### config.mk
export PLATFORM = sky130hd
export DESIGN_NAME = interleaver_2_param
export DESIGN_NICKNAME = d
export VERILOG_FILES = /design/src/rtl/interleaver_2_param.sv
export SDC_FILE = /design/constraint.sdc
export NUM_CORES = 1
export LEC_CHECK = 0
export ABC_CLOCK_PERIOD_IN_PS = 4400
export BUFFER_PORTS_ARGS = -buffer_cell sky130_fd_sc_hd__buf_2
export CAP_MARGIN = 20
export CORE_MARGIN = 3
export CORE_UTILIZATION = 51
export DETAILED_ROUTE_END_ITERATION = 10
export PLACE_DENSITY = 0.82
export SYNTH_ARGS = -nofsm -noshare
export SYNTH_HDL_FRONTEND = slang
export SYNTH_SLANG_ARGS = --single-unit
### constraint.sdc
create_clock -name clk -period 4.4 [get_ports clk]
set_input_delay 0.88 -clock clk [delete_from_list [all_inputs] [get_ports clk]]
set_output_delay 0.88 -clock clk [all_outputs]
set_load 0.01 [all_outputs]
### src/rtl/interleaver_2_param.sv
// Second-permutation stage of the OFDM transmit interleaver: rotates each
// s-bit group by (column mod s), bit-serial in and out through two group buffers.
module interleaver_2_param #(
  parameter int           NUM_COLS       = 16,
  parameter int           COL_MULT       = 3,
  parameter int           MAX_S          = 3,
  parameter logic [1:0]   RESET_MAP_TYPE = 2'b11
) (
  input  logic       clk,
  input  logic       rst,
  input  logic       din,
  input  logic       din_vld,
  output logic       din_rdy,
  input  logic       din_sig_flag,
  input  logic [1:0] din_map_type,
  output logic       dout,
  output logic       dout_vld,
  input  logic       dout_rdy,
  output logic [1:0] dout_map_type,
  output logic       dout_sym_last
);

  localparam int CW = (NUM_COLS > 1) ? $clog2(NUM_COLS) : 1;
  localparam int KW = $clog2(COL_MULT * 6 + 1);
  localparam int SW = $clog2(MAX_S + 1);

  function automatic logic [2:0] nbpsc_of(input logic sig, input logic [1:0] mt);
    logic [2:0] nb;
    nb = 3'd1;
    if (!sig) begin
      case (mt)
        2'b00:   nb = 3'd1;
        2'b01:   nb = 3'd2;
        2'b10:   nb = 3'd4;
        default: nb = 3'd6;
      endcase
    end
    return nb;
  endfunction

  function automatic logic [SW-1:0] s_of(input logic [2:0] nb);
    logic [SW-1:0] s;
    case (nb)
      3'd4:    s = SW'(2);
      3'd6:    s = SW'(3);
      default: s = SW'(1);
    endcase
    return s;
  endfunction

  // Input-side counters and latched symbol context
  logic [SW-1:0] m_reg;
  logic [KW-1:0] k_reg;
  logic [CW-1:0] c_reg;
  logic [SW-1:0] r_reg;
  logic          sig_reg;
  logic [1:0]    map_reg;
  logic          wr_ptr_reg;

  // Output-side state
  logic          rd_ptr_reg;
  logic [SW-1:0] j_reg;

  // Per-buffer views gathered from the generate block
  logic [1:0]       full_v;
  logic [1:0]       last_v;
  logic [MAX_S-1:0] bits_v [2];
  logic [SW-1:0]    s_v    [2];
  logic [SW-1:0]    r_v    [2];
  logic [1:0]       map_v  [2];

  logic          sym_start;
  logic          cur_sig;
  logic [1:0]    cur_map;
  logic [2:0]    nb_cur;
  logic [SW-1:0] s_cur;
  logic [KW-1:0] l_cur;
  logic          in_fire;
  logic          grp_done;
  logic          col_done;
  logic          sym_done;

  logic [SW-1:0] rd_s;
  logic [SW:0]   sel_sum;
  logic [SW-1:0] sel;
  logic          out_fire;
  logic          out_grp_done;

  // The first bit of a symbol takes its context straight from the inputs
  assign sym_start = (m_reg == '0) && (k_reg == '0) && (c_reg == '0);
  assign cur_sig   = sym_start ? din_sig_flag : sig_reg;
  assign cur_map   = sym_start ? din_map_type : map_reg;
  assign nb_cur    = nbpsc_of(cur_sig, cur_map);
  assign s_cur     = s_of(nb_cur);
  assign l_cur     = KW'(COL_MULT) * KW'(nb_cur);

  assign din_rdy   = !full_v[wr_ptr_reg];
  assign in_fire   = din_vld && din_rdy;
  assign grp_done  = (m_reg == s_cur - SW'(1));
  assign col_done  = (k_reg == l_cur - KW'(1));
  assign sym_done  = col_done && (c_reg == CW'(NUM_COLS - 1));

  always_comb begin
    rd_s    = s_v[rd_ptr_reg];
    sel_sum = {1'b0, j_reg} + {1'b0, r_v[rd_ptr_reg]};
    if (sel_sum >= {1'b0, rd_s})
      sel_sum = sel_sum - {1'b0, rd_s};
    sel = sel_sum[SW-1:0];
  end

  assign dout_vld      = full_v[rd_ptr_reg];
  assign out_fire      = dout_vld && dout_rdy;
  assign out_grp_done  = (j_reg == rd_s - SW'(1));
  assign dout          = dout_vld && bits_v[rd_ptr_reg][sel];
  assign dout_map_type = map_v[rd_ptr_reg];
  assign dout_sym_last = dout_vld && last_v[rd_ptr_reg] && out_grp_done;

  always_ff @(posedge clk) begin
    if (rst) begin
      m_reg      <= '0;
      k_reg      <= '0;
      c_reg      <= '0;
      r_reg      <= '0;
      sig_reg    <= 1'b0;
      map_reg    <= RESET_MAP_TYPE;
      wr_ptr_reg <= 1'b0;
    end else if (in_fire) begin
      if (sym_start) begin
        sig_reg <= din_sig_flag;
        map_reg <= din_map_type;
      end
      m_reg <= grp_done ? '0 : m_reg + SW'(1);
      k_reg <= col_done ? '0 : k_reg + KW'(1);
      // r tracks c mod s so no divider is needed
      if (col_done) begin
        if (sym_done) begin
          c_reg <= '0;
          r_reg <= '0;
        end else begin
          c_reg <= c_reg + CW'(1);
          r_reg <= (r_reg == s_cur - SW'(1)) ? '0 : r_reg + SW'(1);
        end
      end
      if (grp_done)
        wr_ptr_reg <= ~wr_ptr_reg;
    end
  end

  always_ff @(posedge clk) begin
    if (rst) begin
      rd_ptr_reg <= 1'b0;
      j_reg      <= '0;
    end else if (out_fire) begin
      if (out_grp_done) begin
        j_reg      <= '0;
        rd_ptr_reg <= ~rd_ptr_reg;
      end else begin
        j_reg <= j_reg + SW'(1);
      end
    end
  end

  genvar gi;
  generate
    for (gi = 0; gi < 2; gi++) begin : g_buf
      logic             full_reg;
      logic             last_reg;
      logic [MAX_S-1:0] bits_reg;
      logic [SW-1:0]    s_reg;
      logic [SW-1:0]    r_tag_reg;
      logic [1:0]       map_tag_reg;
      logic             fill;
      logic             free;

      assign fill = in_fire && (wr_ptr_reg == 1'(gi));
      assign free = out_fire && out_grp_done && (rd_ptr_reg == 1'(gi));

      always_ff @(posedge clk) begin
        if (rst) begin
          full_reg    <= 1'b0;
          last_reg    <= 1'b0;
          bits_reg    <= '0;
          s_reg       <= SW'(1);
          r_tag_reg   <= '0;
          map_tag_reg <= RESET_MAP_TYPE;
        end else begin
          if (fill) begin
            bits_reg[m_reg] <= din;
            if (grp_done) begin
              full_reg    <= 1'b1;
              last_reg    <= sym_done;
              s_reg       <= s_cur;
              r_tag_reg   <= r_reg;
              map_tag_reg <= cur_map;
            end
          end
          if (free)
            full_reg <= 1'b0;
        end
      end

      assign full_v[gi] = full_reg;
      assign last_v[gi] = last_reg;
      assign bits_v[gi] = bits_reg;
      assign s_v[gi]    = s_reg;
      assign r_v[gi]    = r_tag_reg;
      assign map_v[gi]  = map_tag_reg;
    end
  endgenerate

endmodule

==> impl_metrics.py, run 1 <==
metrics = {
    "critical_path": {
        "endpoint_kind": "primary output",
        "crit_arrival_ns": 3.32,
        "cp.required_ns": 3.52,
        "path_class": "reg -> out",
        "timing.rr.start": "m_reg[0]",
        "startpoint_type": "flip-flop",
        "cp_max_fo": 4,
        "setup.worst_path.start": "rd_ptr_reg",
        "crit_slowest_cell": "fa_1",
        "critPathMaxStageDelay_ns": 0.55,
        "worstPathCellList": "mux2_2, ha_1, fa_1, ha_4, o31a_1, a31oi_2, mux4_2, a21oi_2, nor2_1, buf_2",
    },
    "layout": {
        "stdcell_area_um2": 2930,
        "stdcell_count": 399,
        "syn_to_final_growth_pct": 10.7,
        "largest_reg_flops": 6,
        "design.final.nets": 352,
        "layout-drive-gt1-share_pct": 16.3,
        "diodes": 0,
    },
    "clock_tree": {
        "cts_root_buffer": "clkbuf_8",
        "h-tree-depth": 2,
        "clock_latency_ns": 0.29,
        "hold_buffers": 0,
        "cts_made_buffers": 5,
        "clockBufferDepth": 2,
        "cts.clk_slew.worst_paths_ns": 0.08,
        "cts_tree": "done",
        "cts.sinks": 42,
    },
    "routing": {
        "drt_iter0_drc": 158,
        "routed_wl_um": 5850,
        "firstDrtPassIters": 6,
        "ant_nets": 0,
        "wl_per_cell_um": 14.7,
        "drc": 0,
        "viasPerCell": 5.94,
        "via_count": 2369,
    },
    "synth": {
        "yosys-top-cells-area": "dfxtp_1 (32%), mux2i_1 (6.1%), nand2_1 (5.4%)",
        "yosys-top-cells-count": "dfxtp_1 (42), nand2_1 (38), nor2_1 (25), a21oi_1 (21), mux2i_1 (16)",
        "synth_cells": 315,
        "ys_ff_latch": 42,
        "synth_most_common_cell": "dfxtp_1",
        "synth_largest_area_cell": "dfxtp_1",
        "synth-main-ff-cell": "dfxtp_1",
        "netlist_area_um2": 2650,
        "syn_nets": 336,
        "yosys_warnings": 0,
        "synth_top_cell_area_share_pct": 31.8,
        "synth_edf_count": 0,
        "ys_types": 56,
        "synth-seq-area-share_pct": 31.8,
        "async_reset_ff_share_pct": 0,
        "avgSynthCellArea_um2": 8.40,
    },
    "sta": {
        "fin_crit_ns": 4.20,
        "tightest_slew_ns": 0.774,
        "fin_worst_skew_ns": 0.00684,
        "period_share_pct": 95.3,
        "grt_setup_unrepaired": "yes",
        "setup_viol": 0,
        "max_slew_margin_pct": 48.4,
        "clock.fmax_ghz": 0.238,
        "slew_violations": 0,
        "hold_viol": 0,
    },
    "power": {
        "leakagePower_nw": 1.11,
        "irDropWorstVdd_uv": 323,
        "p_per_area_nw_per_um2": 655,
        "fin_total_pwr_mw": 1.92,
    },
    "grt": {
        "grt_util_met3_pct": 3.10,
        "gr-usage-met2_pct": 33.4,
        "grt-ovfl-total": 0,
        "grt_max_degree": 46,
        "grtUsageMet1_pct": 25.6,
        "grt_usage_pct": 20.1,
        "grt_pass1_wl_um": 9940,
        "antenna_found_initial": 0,
        "top_usage_layer": "met2",
        "grt_pass1_vias": 2224,
    },
    "die": {
        "ios": 14,
        "placeableCoreArea_um2": 4880,
        "die_x_um": 78.0,
        "row_count": 25,
        "initial_core_util_pct": 54.2,
        "die_area_um2": 6090,
        "die_y_um": 78.0,
    },
    "place": {
        "hpwl_um": 4130,
        "io_buffers": 13,
        "place_inst": 387,
        "placed_area_um2": 2780,
        "routabilityCongestion": 0.934,
    },
    "run_status": {
        "status": "finished clean",
    },
    "worst_hold_path": {
        "hp-class": "reg -> reg",
        "worstHoldStart": "g_buf[1].bits_reg[2]",
    },
    "run": {
        "maxCapViolCount": 0,
    },
}
-- through the flow --
| stage | utilization, % | setup WS [ns] | hold slack, ns | TNS, ns |
|---|---|---|---|---|
| after floorplan | - | 0.150 | 0.431 | 0 |
| after global placement | 57.0 | 0.403 | 0.441 | 0 |
| after detailed placement | 57.0 | 0.259 | 0.448 | 0 |
| after CTS | 58.7 | 0.0715 | 0.460 | 0 |
| after global routing | 60.0 | -0.0353 | 0.498 | -0.0494 |
| final | 60.0 | 0.205 | 0.461 | 0 |
-- layer usage --
layer / vias to the layer above / wire length, um
li1: 1152 / -
met1: 1130 / 2700
met2: 72 / 2740
met3: 15 / 265
met4: 0 / 146
met5: - / 0
-- worst paths after layout --
path	to	slack, ns	cells after the start
worst max-delay path	dout	0.20	10
worst min-delay path	g_buf[1].bits_reg[2]	0.46	2
worst max register to register	g_buf[1].last_reg	0.29	13
worst min register to register	g_buf[1].bits_reg[2]	0.46	2
-- logic make-up after synthesis --
family | after synthesis | share of synthesized area [%]
AND/OR/NAND/NOR | 134 | 27.1
AO/OA/AOI/OAI | 66 | 17.3
flip-flops | 42 | 31.8
buffers and inverters | 28 | 4.26
multiplexers | 23 | 9.88
adder cells (fa/ha/maj) | 13 | 6.71
XOR/XNOR | 9 | 2.98
-- where the power goes --
| part | switching [mW] | internal [mW] |
|---|---|---|
| logic | 0.646 | 0.519 |
| registers | 0.0609 | 0.446 |
| clock network | 0.135 | 0.112 |
| total | 0.842 | 1.08 |
-- cells in the final DEF, fill, tap and decap left out, types with 5 or more instances in the layout --
cell type	count
xnor2_1	8
buf_2	13
a21oi_1	20
nor2b_1	9
mux2i_1	16
a211o_1	6
buf_4	10
nor2_1	25
nor3_1	7
inv_1	13
mux2_2	5
o21ai_1	6
nand2_1	38
nand2b_1	10
ha_1	10
clkbuf_8	5
o21ai_0	6
nand3_1	14
dfxtp_1	41
-- critical path, delay by kind of cell (launching register included) --
family / cells / cell delay, ns
fa+ha+maj: 3 / 0.97
mux: 2 / 0.88
compound gates: 3 / 0.61
flops: 1 / 0.36
buf+inv: 1 / 0.14
simple gates: 1 / 0.05
-- layout make-up --
type	count	area, um^2
fillers	445	1950
multi-input cells	245	1720
flip-flops and latches	42	842
repair buffers	23	140
well taps	67	83.8
clock buffers	6	72.6
inverters	14	52.6
clock inverters	2	13.8
-- what timing repair did --
item / 4_1_cts / 5_1_grt
endpoints found under the setup margin: 0 / 9
resized for setup: 0 / 7
setup buffers: 0 / 4
(Power assumes the default switching activity.)
==> inputs of run 2 (changes only) <==
PLACE_DENSITY = 0.71   (was 0.82)
SLEW_MARGIN = 20   (was not set)
==> run 2 against run 1 <==
Cell area is 1.2% lower; critical path depth is the same; setup slack got worse by 0.012 ns; combinational power down 4%; sequential share of layout area grew 0.35 points; power down 1.9%; first-iteration DRC count fell by 9.5%; clock power about the same; utilization down 0.72 points; cell count decreased by 0.50%.
==> impl_metrics.py, run 2 (synthesis gave the netlist of run 1 again) <==
metrics = {
    "sta": {
        "clock.fmax_ghz": 0.238,
        "worst_slack_ns": 0.193,
        "max_slew_margin_pct": 49.8,
        "setup_viol": 0,
        "tightest_slew_ns": 0.753,
        "slew_violations": 0,
        "tns_ns": 0,
        "fin_worst_skew_ns": 0.00535,
        "hold_viol": 0,
        "grt_setup_unrepaired": "no",
        "fin_crit_ns": 4.21,
        "period_share_pct": 95.6,
    },
    "power": {
        "switching_share_pct": 43.6,
        "combPwrFrac_pct": 59.6,
        "fin_total_pwr_mw": 1.88,
        "p_int_mw": 1.06,
        "irDropWorstVdd_uv": 344,
        "leakagePower_nw": 1.10,
        "p_per_area_nw_per_um2": 650,
        "switchingPower_mw": 0.820,
        "seqPwrFrac_pct": 27.2,
        "clock_power_share_pct": 13.2,
    },
    "layout": {
        "diodes": 0,
        "final_common_cell": "dfxtp_1",
        "fillers": 447,
        "layout-drive-gt1-share_pct": 15.2,
        "final_cell_mix": "dfxtp_1 (41), nand2_1 (38), nor2_1 (25), a21oi_1 (21), mux2i_1 (16)",
        "design.final.nets": 350,
        "syn_to_final_growth_pct": 9.36,
        "largest_reg_flops": 6,
    },
    "place": {
        "hpwl_um": 4030,
        "routabilityCongestion": 0.857,
        "io_buffers": 13,
        "dp_slack_ns": 0.331,
    },
    "critical_path": {
        "timing.rr.start": "m_reg[1]",
        "crit_arrival_ns": 3.33,
        "cp_max_fo": 4,
        "critPathMaxStageDelay_ns": 0.53,
        "reg2reg_depth": 14,
        "crit_slowest_cell": "mux4_2",
        "path_class": "reg -> out",
        "worstPathCellList": "mux2_2, ha_1, fa_1, ha_1, o31a_1, a31oi_2, mux4_2, a21oi_1, nor2_1, buf_2",
        "r2r-end": "g_buf[0].last_reg",
        "startpoint_type": "flip-flop",
        "cpMostUsedCell": "ha_1",
        "cp.required_ns": 3.52,
        "reg2reg_slack_ns": 0.36,
        "endpoint": "dout",
        "endpoint_kind": "primary output",
        "setup.worst_path.start": "rd_ptr_reg",
    },
    "routing": {
        "via_count": 2202,
        "drt_iter0_drc": 143,
        "firstDrtPassIters": 4,
        "viasPerCell": 5.55,
        "routed_wl_um": 5550,
        "wl_per_cell_um": 14.0,
        "drc": 0,
        "ant_nets": 0,
    },
    "grt": {
        "grt_pass1_vias": 2156,
        "grt_max_degree": 46,
        "grt_pass1_wl_um": 10000,
        "antenna_found_initial": 0,
        "grt-ovfl-total": 0,
        "grt_usage_pct": 20.2,
    },
    "clock_tree": {
        "cts_made_buffers": 5,
        "h-tree-depth": 2,
        "hold_buffers": 0,
        "cts.sinks": 42,
        "clock_latency_ns": 0.30,
        "cts_root_buffer": "clkbuf_8",
        "clockBufferDepth": 2,
        "cts_tree": "done",
        "cts.clk_slew.worst_paths_ns": 0.08,
    },
    "die": {
        "row_count": 25,
        "die_x_um": 78.0,
        "initial_core_util_pct": 54.2,
        "ios": 14,
        "die_area_um2": 6090,
        "placeableCoreArea_um2": 4880,
        "die_y_um": 78.0,
    },
    "run": {
        "maxCapViolCount": 0,
    },
    "run_status": {
        "status": "finished clean",
    },
    "worst_hold_path": {
        "hp-class": "reg -> reg",
    },
}
## run 2: changes by cell type in the layout (fill, tap and decap cells not counted)
cell / before / now
a21oi_1: 20 / 21
a21oi_2: 1 / 0
buf_4: 10 / 8
clkbuf_1: 1 / 0
clkinvlp_4: 0 / 1
ha_1: 10 / 11
ha_4: 1 / 0
xor2_1: 0 / 1
xor2_2: 1 / 0
## run 2: layout make-up
cell class	count	area, um^2	area share (%)
Tap cell	67	83.8	2.90
Clock inverter	3	21.3	0.735
Sequential cell	42	842	29.1
Multi-Input combinational cell	245	1700	58.8
Timing Repair Buffer	21	125	4.32
Clock buffer	5	68.8	2.38
Inverter	14	52.6	1.82
## run 2: what timing repair did
item	4_1_cts	5_1_grt
endpoints found under the setup margin	0	4
resized for setup	0	4
buffers inserted	0	3
## run 2: worst min path at each step
stage / cells after the start / start / end
after floorplan: 1 / g_buf[0].map_tag_reg[0] / g_buf[0].map_tag_reg[0]
final: 1 / g_buf[0].map_tag_reg[1] / g_buf[0].map_tag_reg[1]
after CTS: 2 / g_buf[0].bits_reg[1] / g_buf[0].bits_reg[1]
after global routing: 2 / g_buf[0].bits_reg[1] / g_buf[0].bits_reg[1]
after detailed placement: 1 / g_buf[0].map_tag_reg[1] / g_buf[0].map_tag_reg[1]
after global placement: 1 / g_buf[0].map_tag_reg[0] / g_buf[0].map_tag_reg[0]
## run 2: layer usage
layer / vias up / part of all wire, % / track usage (%)
met4: 0 / 1.2 / 5.77
met2: 32 / 45 / 32.6
li1: 1153 / - / -
met1: 1011 / 50 / 27.6
met3: 6 / 3.4 / 3.90
met5: - / 0 / 0
## run 2: worst max-delay path: cells and delay by family, from the launching register on
| family | cells | cell delay (ns) |
|---|---|---|
| muxes | 2 | 0.87 |
| buffers and inverters | 1 | 0.14 |
| and+or+nand+nor | 1 | 0.05 |
| AOI/OAI and AO/OA | 3 | 0.64 |
| adders and majority gates | 3 | 0.99 |
| DFF | 1 | 0.35 |
## run 2: power by group through the flow
stage,Clock [mW],Sequential [mW],Combinational (mW)
6_report,0.249,0.511,1.12
3_3_place_gp,0,0.516,1.06
5_1_grt,0.281,0.522,1.26
3_5_place_dp,0,0.518,1.07
4_1_cts,0.261,0.509,1.08
2_1_floorplan,0,0.495,0.861
## run 2: metrics by stage
stage               hold slack (ns)  std cells  util (%)  area [um^2]
floorplan                     0.431        315         -         2650
detailed placement            0.445        386      56.8         2770
finish                        0.461        397      59.3         2890
global route                  0.475        397      59.3         2890
CTS                           0.463        394      58.7         2860
global placement              0.438        386      56.8         2770
